$ cat src/rtl/uart_fifo_tx.sv
// uart_fifo_tx: 8N1 UART serializer draining a normal-mode FIFO, with CTS flow control and frame counter.
// Define UART_FIFO_TX_PARITY_EN for an 8E1 frame with an even-parity bit after D7.
module uart_fifo_tx #(
    parameter int unsigned BAUD_DIV = 434
) (
    input  logic        clk_i,
    input  logic        reset_n_i,
    input  logic        fifo_empty_i,
    input  logic [7:0]  fifo_q_i,
    output logic        fifo_rdreq_o,
    input  logic        cts_n_i,
    output logic        txd_o,
    output logic        busy_o,
    output logic [15:0] tx_count_o
);
    typedef enum logic [2:0] {
        S_IDLE,
        S_LOAD,
        S_START,
        S_DATA,
`ifdef UART_FIFO_TX_PARITY_EN
        S_PARITY,
`endif
        S_STOP
    } state_t;

    localparam logic [15:0] DIV = 16'(BAUD_DIV);

    logic [1:0]  rst_sync_q;
    logic        rst_n;
    logic [1:0]  cts_sync_q;
    logic        empty_q;
    logic [15:0] cnt_q, cnt_d;
    logic        tick;
    state_t      state_q, state_d;
    logic [7:0]  shift_q, shift_d;
    logic [2:0]  idx_q, idx_d;
    logic        txd_q, txd_d;
    logic        rdreq_q, rdreq_d;
    logic        rd_dly_q;
    logic        busy_q, busy_d;
    logic [15:0] tx_count_q, tx_count_d;
`ifdef UART_FIFO_TX_PARITY_EN
    logic        par_q, par_d;
`endif

    // Asynchronous assertion, synchronized release.
    always_ff @(posedge clk_i or negedge reset_n_i) begin
        if (!reset_n_i) rst_sync_q <= 2'b00;
        else            rst_sync_q <= {rst_sync_q[0], 1'b1};
    end
    assign rst_n = rst_sync_q[1];

    assign tick  = (cnt_q == DIV);
    assign cnt_d = tick ? 16'd0 : cnt_q + 16'd1;

    always_comb begin
        state_d    = state_q;
        shift_d    = shift_q;
        idx_d      = idx_q;
        txd_d      = txd_q;
        rdreq_d    = 1'b0;
        busy_d     = busy_q;
        tx_count_d = tx_count_q;
`ifdef UART_FIFO_TX_PARITY_EN
        par_d      = par_q;
`endif
        case (state_q)
            S_IDLE: if (tick && !empty_q && !cts_sync_q[1]) begin
                rdreq_d = 1'b1;
                busy_d  = 1'b1;
                state_d = S_LOAD;
            end
            // FIFO data is valid one cycle after the strobe was sampled.
            S_LOAD: begin
                if (rd_dly_q) begin
                    shift_d = fifo_q_i;
`ifdef UART_FIFO_TX_PARITY_EN
                    par_d   = ^fifo_q_i;
`endif
                end
                if (tick) begin
                    txd_d   = 1'b0;
                    state_d = S_START;
                end
            end
            S_START: if (tick) begin
                txd_d   = shift_q[0];
                shift_d = shift_q >> 1;
                idx_d   = 3'd0;
                state_d = S_DATA;
            end
            S_DATA: if (tick) begin
                if (idx_q == 3'd7) begin
`ifdef UART_FIFO_TX_PARITY_EN
                    txd_d   = par_q;
                    state_d = S_PARITY;
`else
                    txd_d   = 1'b1;
                    state_d = S_STOP;
`endif
                end else begin
                    txd_d   = shift_q[0];
                    shift_d = shift_q >> 1;
                    idx_d   = idx_q + 3'd1;
                end
            end
`ifdef UART_FIFO_TX_PARITY_EN
            S_PARITY: if (tick) begin
                txd_d   = 1'b1;
                state_d = S_STOP;
            end
`endif
            S_STOP: if (tick) begin
                tx_count_d = tx_count_q + 16'd1;
                busy_d     = 1'b0;
                state_d    = S_IDLE;
            end
            default: state_d = S_IDLE;
        endcase
    end

    always_ff @(posedge clk_i or negedge rst_n) begin
        if (!rst_n) begin
            cts_sync_q <= 2'b11;
            empty_q    <= 1'b1;
            cnt_q      <= '0;
            state_q    <= S_IDLE;
            shift_q    <= '0;
            idx_q      <= '0;
            txd_q      <= 1'b1;
            rdreq_q    <= 1'b0;
            rd_dly_q   <= 1'b0;
            busy_q     <= 1'b0;
            tx_count_q <= '0;
        end else begin
            cts_sync_q <= {cts_sync_q[0], cts_n_i};
            empty_q    <= fifo_empty_i;
            cnt_q      <= cnt_d;
            state_q    <= state_d;
            shift_q    <= shift_d;
            idx_q      <= idx_d;
            txd_q      <= txd_d;
            rdreq_q    <= rdreq_d;
            rd_dly_q   <= rdreq_q;
            busy_q     <= busy_d;
            tx_count_q <= tx_count_d;
        end
    end

`ifdef UART_FIFO_TX_PARITY_EN
    always_ff @(posedge clk_i or negedge rst_n) begin
        if (!rst_n) par_q <= 1'b0;
        else        par_q <= par_d;
    end
`endif

    assign fifo_rdreq_o = rdreq_q;
    assign txd_o        = txd_q;
    assign busy_o       = busy_q;
    assign tx_count_o   = tx_count_q;
endmodule

$ cat config.mk
export PLATFORM = sky130hd
export DESIGN_NAME = uart_fifo_tx
export DESIGN_NICKNAME = d
export VERILOG_FILES = /design/src/rtl/uart_fifo_tx.sv
export SDC_FILE = /design/constraint.sdc
export NUM_CORES = 1
export LEC_CHECK = 0
export BUFFER_PORTS_ARGS = -buffer_cell sky130_fd_sc_hd__buf_4
export CAP_MARGIN = 20
export CORE_MARGIN = 2
export CORE_UTILIZATION = 63
export CTS_BUF_LIST = sky130_fd_sc_hd__clkbuf_4 sky130_fd_sc_hd__clkbuf_8
export DETAILED_ROUTE_END_ITERATION = 10
export GPL_TIMING_DRIVEN = 0
export PLACE_DENSITY = 0.85
export SYNTH_ARGS = -nofsm -noshare
export SYNTH_HDL_FRONTEND = slang
export SYNTH_SLANG_ARGS = --single-unit
$ cat constraint.sdc
create_clock -name clk_i -period 4.9 [get_ports clk_i]
set_clock_uncertainty 0.1 [all_clocks]
set_input_delay 0.49 -clock clk_i [delete_from_list [all_inputs] [get_ports clk_i]]
set_output_delay 0.49 -clock clk_i [all_outputs]
set_load 0.02 [all_outputs]
* Word level (Yosys, flattened, before mapping)
Index checks and enable logic that the tools add are counted. Widths: inputs -> output; s select.
Cells by class: $add $sub $neg 3, equal/unequal tests 14, reductions and logical operators 14, muxes and demuxes 25
Operators by type and width (count):
- $add 16x1->16 const B | 2
- $mux 8 | 4
- $mux 3 | 8
- $pmux 8 s3 | 1
- $eq 16x9->1 const B | 1
- $mux 16 | 1
- $ne 2x2->1 const B | 8
- $pmux 3 s5 | 1
- $reduce_and 4->1 | 2
- $mux 1 | 7
- $eq 3x2->1 const B | 2
- $eq 3x3->1 const B | 2
- $pmux 3 s2 | 1
- $reduce_and 6->1 | 1
- $reduce_and 5->1 | 1
- $reduce_bool 2->1 | 2
- $add 3x1->3 const B | 1
- $eq 3x1->1 const B | 1
- $logic_not 3->1 | 1
- $pmux 1 s3 | 1
- $reduce_and 3->1 | 1
- $reduce_bool 3->1 | 1
- $logic_and 1x1->1 | 2
- $logic_not 1->1 | 2
- 2 further kinds | 2
Storage, ports and cells: input bits 12, output and inout bits 19, register bits after elaboration 55

* Depth between registers and ports, before layout
Gate-level depths: netlist (run 1).
depth in word-level cells 5, gate-level depth with buffers 7, gate-level depth less buffers 6

* Worst setup path before layout (run 1)
Ideal clock, no wire load.
kind reg2reg, start point register cnt_q[0], end point register shift_q[0], required time 4.675 ns, stages on the path, launching flop included 8, clock period less this slack 1.999 ns, buffers on the path 1, arrival time 1.774 ns, library setup time 0.125 ns, setup slack 2.901 ns, cells stage by stage dfrtp_1 > inv_1 > ha_1 > nor3b_2 > nand4_2 > a221o_1 > buf_6 > mux2_4
Between the ends: longest elaborated chain between the ends 3, elaborated cells between the ends (all ways) 4, those cells by class 3 x eq/ne; 1 x reduce/logical
RTL lines:
- start: declaration | RTL line 33 | logic [15:0] cnt_q, cnt_d;
- start signal: assignment | RTL line 139 | cnt_q <= cnt_d;
- $eq 16x9->1 * | RTL line 54 | assign tick = (cnt_q == DIV);
- $ne 2x2->1 (no source line)
- $reduce_and 5->1 (no source line) *
- end signal: assignment | RTL line 141 | shift_q <= shift_d;
- end: declaration | RTL line 36 | logic [7:0] shift_q, shift_d;
Mark *: on every way between the ends. The rest lies on a longest branch, timed or not. A chain may end at the register's enable or synchronous reset.

* Worst setup path in the final report (run 1)
start point register cnt_q[0], end point register shift_q[4]
The elaborated chain is that of the path after synthesis.

==> results, run 1 <==
- The number of vias in the routed layout is 1790.
- Cell internal power was estimated by the tool at 0.578 mW.
- STA classifies the critical path startpoint as a register.
- The share of total power in the clock network is 0.341.
- Data on the critical path is required at its endpoint by 5.00 ns.
- The synthesized design contains 55 register bits.
- The flop-to-flop setup slack is 2.65 ns.
- TritonCTS built the clock tree.
- The initial antenna violation count is 0.
- Yosys printed 0 warnings.
- The clock tree synthesis step divided the H-tree into 2 levels.
- The pin count of the biggest net entering global routing is 36.
- In this run the core area contains 23 standard-cell rows.
- The hold violation count in the final report is 0.
- Counting every sink on the clock net gives 55.
- The flow ran to the end, and the final reports show no timing, DRC or antenna violations.
- After detailed routing, the average wire length per cell comes to 15.5 µm.
- The cell count of the worst reg-to-reg path is 7.
- For this design the static power due to leakage is 1.47 nW.
- The post-route core utilization is 0.756.
- The clock-pin slew reported for the worst setup and hold paths after clock tree synthesis is 0.09 ns.
- Static timing analysis puts the maximum clock frequency at 445 MHz.
- The overall global routing resource usage is 0.240.
- After legalization and detailed placement, the total HPWL measured 3.47 mm.
- The mapped cell area is 0.00260 mm².
- The sort of element at the end of the critical path is a register.
- Setup violations remaining at the end of the flow were counted as 0.
- The maximum vdd drop is 0.246 mV.
- The highest cell delay on the worst timing path is 0.44 ns.
- The path length in cells of the critical path is 7.
- The detail route stage leaves a number of antenna-violating nets equal to 0.
- The tree is rooted in a sky130_fd_sc_hd__clkbuf_8.
- The total negative slack is 0 ns.
- Across the run, the number of max-cap violations was 0.
- The via count of the first global-routing pass is 1688.
- For this configuration, the core starts out at a cell density of 0.654.
- Of the total power, the share spent switching nets is 0.204.
- The placed instance area is 0.00291 mm².
- The start-to-end type of the worst setup path is reg2reg.
- The die covers 0.00465 mm².
- The number of nets in the synthesized netlist is 240.
- The deepest clock path buffer count is 2.
- The remaining global-route overflow is 0.
- The proportion of power drawn by combinational gates is 0.025.
- The worst slew slack as a fraction of its limit is 0.657.
- The number of antenna diodes in the final layout is 0.
- The endpoint identified for the worst register-to-register timing path is shift_q[4].
- The total clock buffers created by CTS is 5.
- For this run, the post-layout net count is 279.
- The areal power density over the cells is 242 mW/mm².
- The width of the chip is 68.2 µm.
- Buffers placed on the I/O ports in this run total 30.
- The post-layout minimum cycle time is 2.25 ns.
- The part of the Yosys area used for sequential elements is 0.532.
- The floorplan step set the die height to 68.2 µm.
- The final count of pins violating max slew is 0.
- The compound-cell area share of the yosys netlist is 0.0419.
- The I/O pin total is 31.
- The total core area is 0.00397 mm².
- The count of fill cells added during filler insertion is 284.
- The slew at the pin closest to its max-slew limit is 0.515 ns.
- Setup repair after global routing left no endpoint under its margin.
- The critical-path maximum fanout is 8.
- After technology mapping, the gate count stands at 223.
- After synthesis, the share of cell area in mux cells is 0.0752.
- The first-pass detailed-route iteration total is 4.
- In this run, distinct cell masters in the synthesized netlist total 43.
- The switching power of the nets is 0.148 mW.
- The part of the power in registers is 0.634.
- The multi-input combinational cells in the finished layout cover a total of 0.00116 mm².
- The arrival time reported for the critical path endpoint is 2.35 ns.
- The tightest min-delay check is of the reg2async type.
- Averaged over all synthesized cells, the footprint is 11.6 µm².
- Clock latency on the worst-skew pair, taken at its later pin, is 0.31 ns.
- Across all hold checks on the routed design, the worst slack comes to 0.114 ns.
- The finished cells cover 0.00300 mm².
- Prior to clock tree synthesis, the placed netlist has a worst setup slack of 2.70 ns.
- The global-route wire length before repair is 8.05 mm.
- The area growth from synthesis to layout is 15.7%.
- Among all stages on the critical path, the largest delay is contributed by sky130_fd_sc_hd__dfrtp_1.
- The count of routing violations after the opening detailed-route iteration is 96.
- In the routed layout, each cell is associated on average with a via count of 5.72.
- The number of enable flip-flop cells after synthesis is 0.
- The prevailing post-synth register cell is sky130_fd_sc_hd__dfrtp_1.
- Of the available clock period, the critical path in the final layout requires 0.459.
- The share of final-layout standard cells stronger than drive strength 1 is 0.281.
- Wires add up to 4.84 mm.
- The sequential cells in the finished layout cover a total of 0.00138 mm².
- Across all setup checks in the final design, the least slack found is 2.65 ns.
- In the routed design, unresolved DRC markers number 0.
- At the end of routability-driven placement, the weighted congestion stood at 0.747.
- In this run the critical register-to-register path is launched from cnt_q[0].
- Of the total synthesized cell area, the portion taken by full adders, half adders and majority gates is 0.0241.
- Broken down by cell family, the worst path's largest delay share belongs to simple AND/OR/NAND/NOR gates.
- Of the total synthesized cell area, the portion taken by AND, OR, NAND and NOR gates is 0.205.
- The dominant combinational cell family by area after synthesis is simple AND/OR/NAND/NOR gates.
- The share of flip-flops with an asynchronous set or reset after synthesis is 1.00.
- The number of buffers and inverters on the critical path is 2.
- The synthesized-area fraction occupied by xor and xnor cells is 0.0978.
- The critical path goes through inv_1 -> ha_1 -> nor3b_2 -> nand4_2 -> a221o_1 -> buf_6 -> mux2_4.
## flip-flops by register name (all words and copies together), names as in the netlist
register and flops:
rst_sync_q 2, rd_dly_q 1, tx_count_o 16, shift_q 8, fifo_rdreq_o 1, cnt_q 16
txd_o 1, empty_q 1, state_q 3, idx_q 3, busy_o 1, cts_sync_q 2
## power by group through the flow
stage,registers (mW),logic (mW),clock network [mW]
2_1_floorplan,0.472,0.00339,0
3_3_place_gp,0.474,0.0103,0
3_5_place_dp,0.469,0.0183,0
4_1_cts,0.461,0.0190,0.256
5_1_grt,0.461,0.0206,0.269
6_report,0.460,0.0183,0.248
## final cells by class
class                      count  area share
inverter                       7     0.00875
buffer                         6      0.0104
tap                           50      0.0208
clock buffer                   7      0.0279
timing repair buffer          32      0.0850
multi-input combinational    155       0.385
sequential                    55       0.460
clock inverter                 1     0.00167
## worst max path at each step
stage                  startpoint          to  slack [ns]
finish                   cnt_q[0]  shift_q[4]        2.65
CTS                      cnt_q[0]  shift_q[3]        2.67
global placement    rst_sync_q[1]  shift_q[4]        2.61
detailed placement       cnt_q[0]  shift_q[3]        2.70
floorplan                cnt_q[0]  shift_q[0]        2.90
global route             cnt_q[0]  shift_q[6]        2.55
## routing by layer
| metal | global-route usage | vias to the layer above | wire length [µm] |
|---|---|---|---|
| li1 | - | 855 | - |
| met1 | 0.343 | 880 | 2200 |
| met2 | 0.367 | 47 | 2320 |
| met3 | 0.0559 | 8 | 240 |
| met4 | 0.0725 | 0 | 80 |
| met5 | 0 | - | 0 |
## cell usage after synthesis (2+ instances only)
master                     count  area share
sky130_fd_sc_hd__dfrtp_1      51        0.49
sky130_fd_sc_hd__nand3_1      16       0.031
sky130_fd_sc_hd__nor2_1       16       0.023
sky130_fd_sc_hd__xor2_1       15       0.051
sky130_fd_sc_hd__nand2_1      14       0.020
sky130_fd_sc_hd__xnor2_1      14       0.047
sky130_fd_sc_hd__mux2_2        8       0.035
sky130_fd_sc_hd__nor3_1        8       0.015
sky130_fd_sc_hd__inv_1         7       0.010
sky130_fd_sc_hd__mux2_4        7       0.040
sky130_fd_sc_hd__o21ai_0       6       0.012
sky130_fd_sc_hd__ha_1          5       0.024
sky130_fd_sc_hd__nand4_1       5       0.012
sky130_fd_sc_hd__clkbuf_1      4      0.0058
sky130_fd_sc_hd__dfstp_2       4       0.040
sky130_fd_sc_hd__nor3_2        4       0.015
sky130_fd_sc_hd__and4_1        3       0.010
sky130_fd_sc_hd__nor4_1        3      0.0072
sky130_fd_sc_hd__o211ai_1      3      0.0087
sky130_fd_sc_hd__a21oi_1       2      0.0039
sky130_fd_sc_hd__and3_1        2      0.0048
sky130_fd_sc_hd__and3_2        2      0.0058
sky130_fd_sc_hd__nand4_2       2      0.0096
sky130_fd_sc_hd__nor2b_1       2      0.0048
sky130_fd_sc_hd__nor4_4        2       0.016
## layout by cell type (no fill, tap or decap), types with 6 or more instances in the layout
master	instances
sky130_fd_sc_hd__buf_4	30
sky130_fd_sc_hd__dfrtp_1	50
sky130_fd_sc_hd__inv_1	7
sky130_fd_sc_hd__mux2_2	8
sky130_fd_sc_hd__mux2_4	7
sky130_fd_sc_hd__nand2_1	14
sky130_fd_sc_hd__nand3_1	16
sky130_fd_sc_hd__nor2_1	16
sky130_fd_sc_hd__nor3_1	8
sky130_fd_sc_hd__o21ai_0	6
sky130_fd_sc_hd__xnor2_1	14
sky130_fd_sc_hd__xor2_1	15
## worst register-to-register path, cell delays in order, from the launching register on
cell and delay, ns:
sky130_fd_sc_hd__dfrtp_1 0.44, sky130_fd_sc_hd__inv_1 0.08, sky130_fd_sc_hd__ha_1 0.13, sky130_fd_sc_hd__nor3b_2 0.28, sky130_fd_sc_hd__nand4_2 0.21, sky130_fd_sc_hd__a221o_1 0.43, sky130_fd_sc_hd__buf_6 0.17, sky130_fd_sc_hd__mux2_4 0.30
## per-stage QoR
stage	std cells	power, mW
5_1_grt	313	0.751
2_1_floorplan	223	0.475
3_3_place_gp	303	0.485
4_1_cts	313	0.735
6_report	313	0.726
3_5_place_dp	304	0.488
## timing repair
action                                 CTS  global route
gates resized for setup                  0             0
endpoints found under the hold margin    2             0
setup buffers                            0             0
hold buffers                             1             0
## kinds of logic (layout without fill, tap and decap cells)
logic type | after synthesis | after routing
flip-flops | 55 | 55
multiplexers | 15 | 15
AND/OR/NAND/NOR | 88 | 88
XOR/XNOR | 29 | 29
adder cells (fa/ha/maj) | 5 | 5
other | 1 | 1
AO/OA/AOI/OAI | 17 | 17
buffers and inverters | 13 | 53
Power figures use the tool's default switching activity.
==> run 2: changes to the inputs <==
--- a/config.mk
+++ b/config.mk
@@ -8,11 +8,11 @@
 export BUFFER_PORTS_ARGS = -buffer_cell sky130_fd_sc_hd__buf_4
 export CAP_MARGIN = 20
 export CORE_MARGIN = 2
-export CORE_UTILIZATION = 63
+export CORE_UTILIZATION = 54
 export CTS_BUF_LIST = sky130_fd_sc_hd__clkbuf_4 sky130_fd_sc_hd__clkbuf_8
 export DETAILED_ROUTE_END_ITERATION = 10
 export GPL_TIMING_DRIVEN = 0
-export PLACE_DENSITY = 0.85
+export PLACE_DENSITY = 0.78
 export SYNTH_ARGS = -nofsm -noshare
 export SYNTH_HDL_FRONTEND = slang
 export SYNTH_SLANG_ARGS = --single-unit
==> constraint.sdc (replaced) <==
create_clock -name clk_i -period 1.8 [get_ports clk_i]
set_clock_uncertainty 0.1 [all_clocks]
set_input_delay 0.18 -clock clk_i [delete_from_list [all_inputs] [get_ports clk_i]]
set_output_delay 0.18 -clock clk_i [all_outputs]
set_load 0.02 [all_outputs]
==> run 2 against run 1 <==
- the flow now finishes with violations (negative setup slack)
- die area increased by 16%
- via count up 9.2%
- sequential power increased to 2.7 times the previous value
- clock power rose to 3.5 times the previous value
- wire length rose by 21%
- final cell count grew 8.3%
- sequential cell count stayed put
- design area up 16%
- critical path type unchanged
- critical endpoint is now shift_q[0]
- highest routed layer unchanged
==> results, run 2 (synthesis gave the netlist of run 1 again) <==
- The highest clock rate is 489 MHz (+9.9%).
- The vertical die dimension was 73.3 µm (+7.5%).
- The placement-stage worst setup slack came to -0.372 ns (-3.07 ns).
- The global-route wire length before repair was 9.09 mm (+13%).
- Setup repair after global routing could not meet its margin everywhere.
- The count of H-tree levels built during CTS came to 2 (unchanged).
- The post-layout total power came to 2.17 mW (+200%).
- The maximum vdd drop is 0.489 mV (+99%).
- The run finished, with violations left.
- The leakage component of the power is 1.69 nW (+15%).
- STA classifies the critical path endpoint as a register.
- The number of DRC violations after detailed routing is 0 (unchanged).
- The remaining global-route overflow came to 0 (unchanged).
- The I/O pin total is 31 (unchanged).
- The areal power density over the cells is 620 mW/mm² (+160%).
- The post-layout worst setup margin is -0.245 ns (-2.90 ns).
- The effective utilization at floorplan is 0.553 (-0.100).
- The first-pass detailed-route iteration total is 4 (unchanged).
- The final RePlAce weighted congestion is 0.821 (+10%).
- The net total in the final layout is 301 (+7.9%).
- The via density per instance is 5.77 (+0.84%).
- CTS placed an instance of sky130_fd_sc_hd__clkbuf_8 at the clock tree root.
- The post-layout minimum cycle time is 2.04 ns (-0.203 ns).
- The number of vias in the routed layout came to 1955 (+9.2%).
- The cell type of the slowest stage on the worst timing path is sky130_fd_sc_hd__dfrtp_1.
- The worst hold path startpoint is fifo_q_i[7].
- The worst slew slack as a fraction of its limit came to 0.657 (+0.000953).
- The pin count of the biggest net entering global routing was 34 (-5.6%).
- The signal on the critical path passes through ha_2 -> nor3b_4 -> nand4_4 -> a221o_1 -> buf_6 -> mux2_4.
- The hold violation count in the final report came to 0 (unchanged).
- The die area is 0.00538 mm² (+16%).
- The worst register-to-register path begins at cnt_q[1].
- The row count is 25 (+8.7%).
- The launching element type of the critical path is a register.
- The detailed placer's ending HPWL is 3.42 mm (-1.5%).
- The final reports fail on negative setup slack.
- The number of input and output port buffers inserted came to 30 (unchanged).
- The initial antenna violation count came to 0 (unchanged).
- The total clock buffers created by CTS is 5 (unchanged).
- The max-capacitance violation count is 0 (unchanged).
- The final cycle utilization of the critical path came to 1.14 (+0.677).
- The total core area is 0.00469 mm² (+18%).
- Compared with the post-synthesis result, the final layout area differs by 34.6%.
- The arrival time reported for the critical path endpoint is 2.15 ns (-0.20 ns).
- The final design instance area without fill is 0.00349 mm² (+16%).
- The terminating pin of the worst hold path is shift_q[7].
- The number of diodes is 0 (unchanged).
- The remaining antenna violation count after routing was 0 (unchanged).
- The critical-path maximum fanout is 8 (unchanged).
- TritonCTS built the clock tree.
- The sink count of the clock tree is 55 (unchanged).
- The placed instance area is 0.00292 mm² (+0.52%).
- The highest cell delay on the worst timing path is 0.42 ns (-0.02 ns).
- The detailed-route wire length per cell is 17.3 µm (+12%).
- The flop-to-flop setup slack was -0.24 ns (-2.90 ns).
- The number of stages on the worst hold path is 3.
- The final count of pins violating max slew is 0 (unchanged).
- The final routed wirelength across all metal layers is 5.85 mm (+21%).
- The cell count of the worst reg-to-reg path is 6 (-1).
- In the layout the commonest cells are sky130_fd_sc_hd__dfrtp_1, sky130_fd_sc_hd__buf_4, sky130_fd_sc_hd__xor2_1, sky130_fd_sc_hd__nand3_1.
- The via count of the first global-routing pass was 1965 (+16%).
- The deepest clock path buffer count is 2 (unchanged).
- The capturing point of the worst reg2reg path is shift_q[0].
- The width of the chip is 73.3 µm (+7.5%).
- The slew at the pin closest to its max-slew limit is 0.514 ns (-0.00143 ns).
- The tightest min-delay check is of the in2reg type.
- The clock-pin slew reported for the worst setup and hold paths after clock tree synthesis is 0.10 ns (about the same).
- The overall global routing resource usage is 0.220 (-0.0195).
- The count of routing violations after the opening detailed-route iteration is 109 (+14%).
- The count of final setup violators is 38 (+38).
- The worst-skew pair later-pin latency is 0.31 ns (about the same).
- The start-to-end type of the worst setup path is reg2reg.
- The critical path data required time came to 1.90 ns (-3.10 ns).
- The share of final-layout standard cells stronger than drive strength 1 is 0.442 (+0.161).
==> run 2: cell types whose count changed in the layout (fill, tap and decap cells not counted), sizes merged <==
cell	previous run	this run
dlygate4sd3	1	3
buf	33	54
clkbuf	11	9
bufinv	0	1
==> run 2: worst max-delay path by stage <==
stage	start	to	slack, ns	cells past startpoint
2_1_floorplan	cnt_q[0]	shift_q[0]	-0.13	7
3_3_place_gp	rst_sync_q[1]	shift_q[3]	-0.52	0
3_5_place_dp	cnt_q[0]	shift_q[0]	-0.37	7
4_1_cts	cnt_q[0]	shift_q[0]	-0.22	7
5_1_grt	idx_q[0]	shift_q[5]	-0.30	7
6_report	cnt_q[1]	shift_q[0]	-0.24	6
==> run 2: layer usage <==
metal / global-route usage / vias up / share of wire
li1: - / 900 / -
met1: 0.280 / 987 / 0.42
met2: 0.365 / 53 / 0.51
met3: 0.0535 / 15 / 0.046
met4: 0.0828 / 0 / 0.024
met5: 0 / - / 0
==> run 2: area by class of cell <==
cell class                 count  area [µm²]
buffer                         5        48.8
clock buffer                   6        82.6
clock inverter                 2        35.0
fill                         300        1200
inverter                       7        26.3
multi-input combinational    155        1390
sequential                    55        1390
tap                           54        67.6
timing repair buffer          55         459
==> run 2: power breakdown <==
| part | internal [mW] | total (mW) | switching, mW | leakage [nW] |
|---|---|---|---|---|
| clock network | 0.451 | 0.859 | 0.409 | 0.0612 |
| logic | 0.0301 | 0.0535 | 0.0234 | 0.901 |
| registers | 1.24 | 1.25 | 0.0106 | 0.729 |
| total | 1.72 | 2.17 | 0.443 | 1.69 |
==> run 2: what timing repair did <==
action / in CTS / in global routing
resized for setup: 22 / 39
cloned: 1 / 0
buffers inserted: 14 / 7
pin swaps: 9 / 14
endpoints found under the setup margin: 35 / 40
endpoints found under the hold margin: 4 / 0
hold buffers: 3 / 0
==> run 2: stage by stage <==
step | hold WS [ns] | cells | util | setup TNS [ns]
floorplan | -0.216 | 223 | - | -0.926
global placement | -0.136 | 307 | 0.618 | -30.56
detailed placement | -0.135 | 308 | 0.622 | -6.24
CTS | 0.0363 | 333 | 0.701 | -3.92
global route | 0.0505 | 339 | 0.745 | -7.64
finish | 0.0399 | 339 | 0.745 | -5.10
==> run 2: worst max-delay path: cells and delay by family (launching register included) <==
kind	cells	cell delay [ns]
AOI/OAI and AO/OA	1	0.35
adders and majority gates	1	0.21
DFF	1	0.42
muxes	1	0.30
and+or+nand+nor	2	0.40
buffers and inverters	1	0.15
